`config.mk`:
```
export PLATFORM = sky130hd
export DESIGN_NAME = bitpack_job_sched
export DESIGN_NICKNAME = d
export VERILOG_FILES = /design/src/rtl/bitpack_sched_pkg.sv /design/src/rtl/sched_job_fifo.sv /design/src/rtl/bitpack_job_sched.sv
export SDC_FILE = /design/constraint.sdc
export NUM_CORES = 1
export LEC_CHECK = 0
export BUFFER_PORTS_ARGS = -buffer_cell sky130_fd_sc_hd__buf_2
export CAP_MARGIN = 10
export CORE_ASPECT_RATIO = 1.4
export CORE_MARGIN = 1.5
export CORE_UTILIZATION = 45
export DETAILED_ROUTE_END_ITERATION = 8
export GPL_TIMING_DRIVEN = 0
export PLACE_DENSITY = 0.72
export RECOVER_POWER = 25
export SLEW_MARGIN = 20
export SYNTH_ARGS = -nofsm -noshare
export SYNTH_HDL_FRONTEND = slang
export SYNTH_HIERARCHICAL = 1
export SYNTH_SLANG_ARGS = --single-unit
```
`constraint.sdc`:
```
create_clock -name clk_i -period 13.65 [get_ports clk_i]
set_clock_uncertainty 0.1 [all_clocks]
set_input_delay 2.73 -clock clk_i [delete_from_list [all_inputs] [get_ports clk_i]]
set_output_delay 2.73 -clock clk_i [all_outputs]
set_load 0.02 [all_outputs]
```
`src/rtl/bitpack_sched_pkg.sv`:
```
// Shared types for the bitstream job scheduler: FSM state encoding and the queued job descriptor.
package bitpack_sched_pkg;

  localparam int ADDR_W = 32;

  typedef enum logic [1:0] {
    S_IDLE,
    S_LAUNCH,
    S_RUN,
    S_RELEASE
  } sched_state_t;

  typedef struct packed {
    logic [ADDR_W-1:0] src;
    logic [ADDR_W-1:0] dst;
    logic [ADDR_W-1:0] size;
  } job_t;

endpackage

```
`src/rtl/sched_job_fifo.sv`:
```
// Small power-of-two FIFO holding job descriptors between host pushes and scheduler launches.
module sched_job_fifo
  import bitpack_sched_pkg::*;
#(
  parameter int  DEPTH  = 4,
  parameter type item_t = job_t
) (
  input  logic  clk_i,
  input  logic  rst_i,
  input  logic  push_i,
  input  item_t data_i,
  input  logic  pop_i,
  output item_t data_o,
  output logic  empty_o,
  output logic  full_o
);

  localparam int PTR_W = $clog2(DEPTH);

  item_t            mem_q [DEPTH];
  logic [PTR_W-1:0] wr_ptr_q;
  logic [PTR_W-1:0] rd_ptr_q;
  logic [PTR_W:0]   count_q;
  logic             do_push;
  logic             do_pop;

  assign empty_o = (count_q == '0);
  assign full_o  = (count_q == (PTR_W+1)'(DEPTH));
  assign do_pop  = pop_i && !empty_o;
  // A pop in the same cycle frees a slot, so a full FIFO can still take a push.
  assign do_push = push_i && (!full_o || do_pop);
  assign data_o  = mem_q[rd_ptr_q];

  // NOTE: storage has no reset; the pointers and count alone define validity.
  always_ff @(posedge clk_i) begin
    if (do_push) mem_q[wr_ptr_q] <= data_i;
  end

  always_ff @(posedge clk_i or posedge rst_i) begin
    if (rst_i) begin
      wr_ptr_q <= '0;
      rd_ptr_q <= '0;
      count_q  <= '0;
    end else begin
      if (do_push) wr_ptr_q <= wr_ptr_q + PTR_W'(1);
      if (do_pop)  rd_ptr_q <= rd_ptr_q + PTR_W'(1);
      case ({do_push, do_pop})
        2'b10:   count_q <= count_q + (PTR_W+1)'(1);
        2'b01:   count_q <= count_q - (PTR_W+1)'(1);
        default: count_q <= count_q;
      endcase
    end
  end

endmodule

```
`src/rtl/bitpack_job_sched.sv`:
```
// Queues host job descriptors and runs them one at a time on a bitstream wrapper via GO/DONE,
// retiring each job once DST_WORDS write beats have been seen and the write path has drained.
module bitpack_job_sched
  import bitpack_sched_pkg::*;
#(
  parameter int QDEPTH    = 4,
  parameter int DST_WORDS = 2,
  parameter int CNT_W     = 16
) (
  input  logic              clk_i,
  input  logic              rst_i,
  input  logic              job_valid_i,
  output logic              job_ready_o,
  input  logic [31:0]       job_src_i,
  input  logic [31:0]       job_dst_i,
  input  logic [31:0]       job_size_i,
  input  logic              enable_i,
  output logic              busy_o,
  output logic              job_done_o,
  output logic [CNT_W-1:0]  done_cnt_o,
  output logic [CNT_W-1:0]  rej_cnt_o,
  output logic              go_o,
  input  logic              w_done_i,
  output logic [31:0]       src_o,
  output logic [31:0]       dst_o,
  output logic [31:0]       size_o,
  input  logic              wr_valid_i,
  input  logic              wr_ready_i,
  input  logic              wr_busy_i
);

  localparam int BEAT_W = $clog2(DST_WORDS + 1);

  sched_state_t      state_q, state_d;
  job_t              job_q, job_d;
  logic              go_q, go_d;
  logic              job_done_q, job_done_d;
  logic [CNT_W-1:0]  done_cnt_q, done_cnt_d;
  logic [CNT_W-1:0]  rej_cnt_q, rej_cnt_d;
  logic [BEAT_W-1:0] beat_q, beat_d;

  job_t push_job;
  job_t head_job;
  logic push;
  logic pop;
  logic q_empty;
  logic q_full;

  assign push_job = '{src: job_src_i, dst: job_dst_i, size: job_size_i};
  assign push     = job_valid_i && job_ready_o;

  sched_job_fifo #(
    .DEPTH  (QDEPTH),
    .item_t (job_t)
  ) u_fifo (
    .clk_i   (clk_i),
    .rst_i   (rst_i),
    .push_i  (push),
    .data_i  (push_job),
    .pop_i   (pop),
    .data_o  (head_job),
    .empty_o (q_empty),
    .full_o  (q_full)
  );

  // NOTE: every always_comb output gets a default first so no path can infer a latch.
  always_comb begin
    state_d    = state_q;
    job_d      = job_q;
    beat_d     = beat_q;
    done_cnt_d = done_cnt_q;
    rej_cnt_d  = rej_cnt_q;
    job_done_d = 1'b0;
    pop        = 1'b0;
    case (state_q)
      S_IDLE: begin
        // Zero-length jobs are dropped even while launches are disabled or the wrapper is busy.
        if (!q_empty) begin
          if (head_job.size == '0) begin
            pop       = 1'b1;
            rej_cnt_d = rej_cnt_q + CNT_W'(1);
          end else if (enable_i && w_done_i) begin
            pop     = 1'b1;
            job_d   = head_job;
            state_d = S_LAUNCH;
          end
        end
      end
      S_LAUNCH: begin
        if (!w_done_i) begin
          state_d = S_RUN;
          beat_d  = '0;
        end
      end
      S_RUN: begin
        if (wr_valid_i && wr_ready_i) begin
          beat_d = beat_q + BEAT_W'(1);
          if (beat_q == BEAT_W'(DST_WORDS - 1)) state_d = S_RELEASE;
        end
      end
      S_RELEASE: begin
        if (w_done_i && !wr_busy_i) begin
          job_done_d = 1'b1;
          done_cnt_d = done_cnt_q + CNT_W'(1);
          state_d    = S_IDLE;
        end
      end
      default: state_d = S_IDLE;
    endcase
    // GO follows the next state so it drops on the edge that samples the final beat.
    go_d = (state_d == S_LAUNCH) || (state_d == S_RUN);
  end

  // NOTE: sequential state uses non-blocking assignments only.
  always_ff @(posedge clk_i or posedge rst_i) begin
    if (rst_i) begin
      state_q    <= S_IDLE;
      job_q      <= '0;
      go_q       <= 1'b0;
      job_done_q <= 1'b0;
      done_cnt_q <= '0;
      rej_cnt_q  <= '0;
      beat_q     <= '0;
    end else begin
      state_q    <= state_d;
      job_q      <= job_d;
      go_q       <= go_d;
      job_done_q <= job_done_d;
      done_cnt_q <= done_cnt_d;
      rej_cnt_q  <= rej_cnt_d;
      beat_q     <= beat_d;
    end
  end

  assign job_ready_o = !q_full;
  assign busy_o      = (state_q != S_IDLE) || !q_empty;
  assign job_done_o  = job_done_q;
  assign done_cnt_o  = done_cnt_q;
  assign rej_cnt_o   = rej_cnt_q;
  assign go_o        = go_q;
  assign src_o       = job_q.src;
  assign dst_o       = job_q.dst;
  assign size_o      = job_q.size;

endmodule

```
======== Word-level counts from Yosys, hierarchy flattened ========
Memories as Yosys holds them, arrays and structs flattened.
Cells that the tools add are included.
Widths: inputs -> output; s select.
storage, ports and cells
  word-level logic and storage cells ...... 75
  register bits ........................... 141
  RAM bits ................................ 384
  memories kept ........................... 1
operators by class
  equality and inequality tests ........... 11
  mux-type cells .......................... 20
  add/sub/neg operators ................... 7
  bitwise gates (word level) .............. 2
  reduce and logical (&&, ||, !) cells .... 22
memory list
  name          depth  bits a word  read ports  clocked after Yosys merged registers in  wr ports  RTL line              text
  u_fifo.mem_q  4      96           1           0                                        1         sched_job_fifo.sv:20  item_t mem_q [DEPTH];
operators with widths
  operator               number
  $add 16x1->16 const B  2
  $logic_not 32->1       1
  $mux 2                 9
  $eq 2x1->1 const B     4
  $eq 2x2->1 const B     4
  $mux 1                 8
  $pmux 2 s4             1
  $add 2x1->2 const B    3
  $logic_and 1x1->1      6
  $pmux 3 s2             1
  $reduce_and 3->1       2
  $reduce_bool 2->1      3
  $ne 2x2->1 const B     2
  $pmux 2 s2             1
  $reduce_and 4->1       1
  $add 3x1->3 const B    1
  $eq 3x3->1 const B     1
  $logic_not 1->1        3
  $logic_not 3->1        1
  $logic_or 1x1->1       3
  $sub 3x1->3 const B    1
  $logic_not 2->1        1
  $not 1->1              2
  $reduce_and 2->1       1

======== Depth between registers and ports, before layout ========
  depth after elaboration ................. 10
  depth in mapped cells ................... 14

======== By module ========
The synthesis kept the hierarchy.
by module, submodules not included
  module             cells an instance  instances  area each (um2)
  sched_job_fifo     556                1          14331.2
  bitpack_job_sched  378                1          5435.2

======== Worst setup path after synthesis ========
No wires, ideal clock.
  path type ............................... input -> register
  from .................................... input job_valid_i
  to ...................................... memory u_fifo/mem_q[0][0] in the netlist's numbering, enable pin
  required time ........................... 13.137 ns
  library setup time ...................... 0.413 ns
  stages .................................. 4
  buffers on the path ..................... 1
  setup slack ............................. 8.729 ns
  arrival time ............................ 4.408 ns
  cell sequence ........................... nor2b_1 buf_2 o21a_4 and2_2
between the ends
  longest elaborated chain between the ends .. 4
RTL lines
  item                          RTL line                 text
  from (decl)                   bitpack_job_sched.sv:12  input logic job_valid_i,
  $logic_and 1x1->1             bitpack_job_sched.sv:50  assign push = job_valid_i && job_ready_o;
  $logic_and 1x1->1             sched_job_fifo.sv:31     assign do_push = push_i && (!full_o || do_pop);
  $mux 1                        sched_job_fifo.sv:36     if (do_push) mem_q[wr_ptr_q] <= data_i;
  $mux 1 (not written as such)  sched_job_fifo.sv:36
  to (decl)                     sched_job_fifo.sv:20
Every way passes these cells.

==> impl_metrics.csv <==
group,metric,value,unit
drt,first_pass_iters,9,
worst_hold_path,hp-class,"flip-flop to flip-flop",
setup_path,crit_fanout,10,
global_route,antenna_found_initial,5,
drt,antenna_left,0,
sta,grt_setup_unrepaired,"false",
pwr,cellLeakagePower,8.61,nW
outcome,violations,"design-rule violations",
setup_path,setup.worst_path.end_class,"flip-flop",
setup_path,path_cells,"clkbuf_1 -> clkbuf_1 -> mux4_2 -> nor4_1 -> nand4_1 -> nor3_1 -> a31o_2 -> buf_6 -> nand2b_1 -> or2_2 -> fa_1 -> inv_1 -> o21ai_0 -> o31ai_1",
finish,n_fill_cell,3419,
global_route,grt_overflow,0,
clock_tree,cts_buffer_depth,3,
synthesis,ys_warn_count,6,
die,die_area,45200,sq um
pwr,p_switching,1.54,mW
drt,drcViolationCount,26,
synthesis,synth_area_leader_cell,"edfxtp_1",
clock_tree,htreeDepth,2,
die,rows,90,
sta,finalCriticalPeriod,5.31,ns
finish,layout-drive-gt1-share,35.7,%
synthesis,yosys-top-cells-count,"edfxtp_1, dfrtp_1, mux4_2",
setup_path,crit_path_frequent_cell,"clkbuf_1",
sta,setup_tns,0,ns
synthesis,synthCells,934,
setup_path,path_class,"flip-flop to flip-flop",
clock_tree,cts_resized,0,
die,die_h,251,um
die,start_util,45.7,%
setup_path,cp.arrival,5.64,ns
pwr,p_clk_share,26.2,%
synthesis,synth_edf_count,384,
setup_path,slowest_stage,"clkbuf_1",
placed_design,io_buffer_count,235,
synthesis,synth_area_leaders,"edfxtp_1, dfrtp_1, mux4_2",
synthesis,synth_area,19800,sq um
finish,finalNetCount,1341,
synthesis,synthArstFlopShare,26.9,%
placed_design,hpwlAfterDp,25.7,mm
worst_hold_path,hold_path_depth,1,
synthesis,yosysUniqueCellTypes,46,
setup_path,ff2ff_path_depth,14,
outcome,outcome,"complete, but fails checks",
synthesis,yosysSeqAreaShare,76.2,%
clock_tree,cts.sinks,525,
pwr,p_seq_share,44.7,%
setup_path,critPathMaxStageDelay,0.57,ns
global_route,grt_pass1_wl,61.7,mm
synthesis,synth_ff_type,"edfxtp_1",
clock_tree,postCtsSetupRepairBufs,0,
drt,via_per_inst,5.40,
die,core_area,43200,sq um
setup_path,cp.required,13.97,ns
sta,finalHoldViolCount,0,
pwr,switching_share,30.3,%
sta,worstMarginPinSlew,0.720,ns
run,maxCapViolCount,0,
synthesis,syn-mean-instance-area,21.2,sq um
global_route,first_global_vias,10600,
global_route,grt_start_max_net_pins,70,
drt,post_drt_wl_per_cell,21.8,um
placed_design,dp_cells,1730,
pwr,ir_drop,0.142,mV
clock_tree,insertion_delay,0.56,ns
clock_tree,cts_tree,"yes",
synthesis,ys_ff_latch,525,
pwr,power_density,217,nW/um^2
pwr,comb_power_share,29.1,%
finish,final_cells,1825,
sta,slew_headroom,52.0,%
sta,period_share,38.9,%
clock_tree,cts_buffers,49,
drt,drt_wl_total,39.9,mm
sta,fmax,188,MHz
sta,timing.final.max_slew_violations,0,
setup_path,reg2reg_slack,8.34,ns
setup_path,critPathLaunchType,"flip-flop",
die,num_io_pins,236,
synthesis,synth_most_common_cell,"edfxtp_1",
placed_design,gp_congestion,0.782,
sta,setup_viol,0,
drt,via_count,9854,
die,die_w,180,um
pwr,internal_power,3.53,mW
clock_tree,clockRootBuffer,"clkbuf_16",
global_route,track_usage,17.9,%
clock_tree,clkTransAtPathRegs,0.06,ns
synthesis,synthesis.nets,1046,
clock_tree,hold_buffers,0,
drt,drt-initial-drc-count,516,
synthesis,synth_top_area_share,58.3,%
finish,area_delta_synth_final,18.3,%
-- layout make-up --
type,instances,area (sq um),area share [%]
Antenna cell,3,7.51,0.0321
Buffer,41,243,1.04
Clock buffer,63,1320,5.65
Clock inverter,29,254,1.09
Inverter,13,56.3,0.241
Multi-Input combinational cell,355,4420,18.9
Sequential cell,525,15100,64.4
Tap cell,552,691,2.95
Timing Repair Buffer,244,1330,5.68
-- state kept, by name (all words and copies together) (netlist names) --
register / cells
job_done_o: 1
state_q: 2
size_o: 32
u_fifo/wr_ptr_q: 2
beat_q: 2
src_o: 32
dst_o: 32
go_o: 1
u_fifo/rd_ptr_q: 2
done_cnt_o: 16
u_fifo/mem_q: 384
u_fifo/count_q: 3
rej_cnt_o: 16
-- cells in the final DEF (no fill, tap or decap), types with 9 or more instances in the layout --
cell type    n
nand2_1     13
buf_2      172
nand4_1     11
clkinv_1    11
clkbuf_1   102
mux4_2      96
edfxtp_1   384
mux2_1      18
xnor2_1     12
buf_16       9
buf_4        9
xor2_1      23
dfrtp_1    141
mux2_2      80
clkbuf_16   51
nand3_1     14
inv_1       12
nor4_1      18
-- path summary, 6_finish.rpt --
path | startpoint | end
setup / recovery | u_fifo/rd_ptr_q[1] | u_fifo/count_q[1]
hold / removal | rej_cnt_o[15] | rej_cnt_o[15]
setup reg to reg | u_fifo/rd_ptr_q[1] | u_fifo/count_q[1]
hold reg to reg | rej_cnt_o[15] | rej_cnt_o[15]
max in group asynchronous | rst_i | size_o[28]
min in group asynchronous | rst_i | u_fifo/count_q[0]
-- cell families after synthesis --
kind of cell,count (synthesis),synth area share (%)
compound gates,19,0.804
xor+xnor,35,1.55
mux,195,16.6
fa+ha+maj,8,0.544
simple gates,98,2.84
buf+inv,54,1.47
flops,525,76.2
-- metal layers --
metal	part of all wire (%)	global-route usage [%]	vias to the layer above	wire [um]
li1	-	-	4350	-
met1	39	21.8	5171	15500
met2	53	32.0	249	21200
met3	4.9	3.26	78	1960
met4	3.0	6.67	6	1210
met5	0.095	0	-	38
-- critical path, delay by kind of cell (launching register included) --
family	cells	cell delay (ns)
AOI/OAI and AO/OA	3	0.50
adders and majority gates	1	0.57
buffers and inverters	4	1.24
DFF	1	0.32
muxes	1	0.44
and+or+nand+nor	5	2.01
-- stage by stage --
stage	power [mW]	hold slack (ns)	setup slack (ns)	utilization (%)	instance area, sq um
finish	5.07	0.369	8.34	54.1	23400
CTS	5.15	0.378	8.22	54.3	23500
global route	5.31	0.387	8.04	54.1	23400
floorplan	3.27	0.347	7.24	-	19800
global placement	3.74	0.352	4.69	50.0	21600
detailed placement	3.81	0.369	8.25	50.6	21900
-- power groups by stage --
| stage | Clock, mW | Combinational, mW | Sequential (mW) |
|---|---|---|---|
| floorplan | 0 | 0.811 | 2.46 |
| global placement | 0 | 1.44 | 2.30 |
| detailed placement | 0 | 1.51 | 2.30 |
| CTS | 1.37 | 1.52 | 2.27 |
| global route | 1.42 | 1.59 | 2.30 |
| finish | 1.33 | 1.47 | 2.26 |
Power figures use the tool's default switching activity.
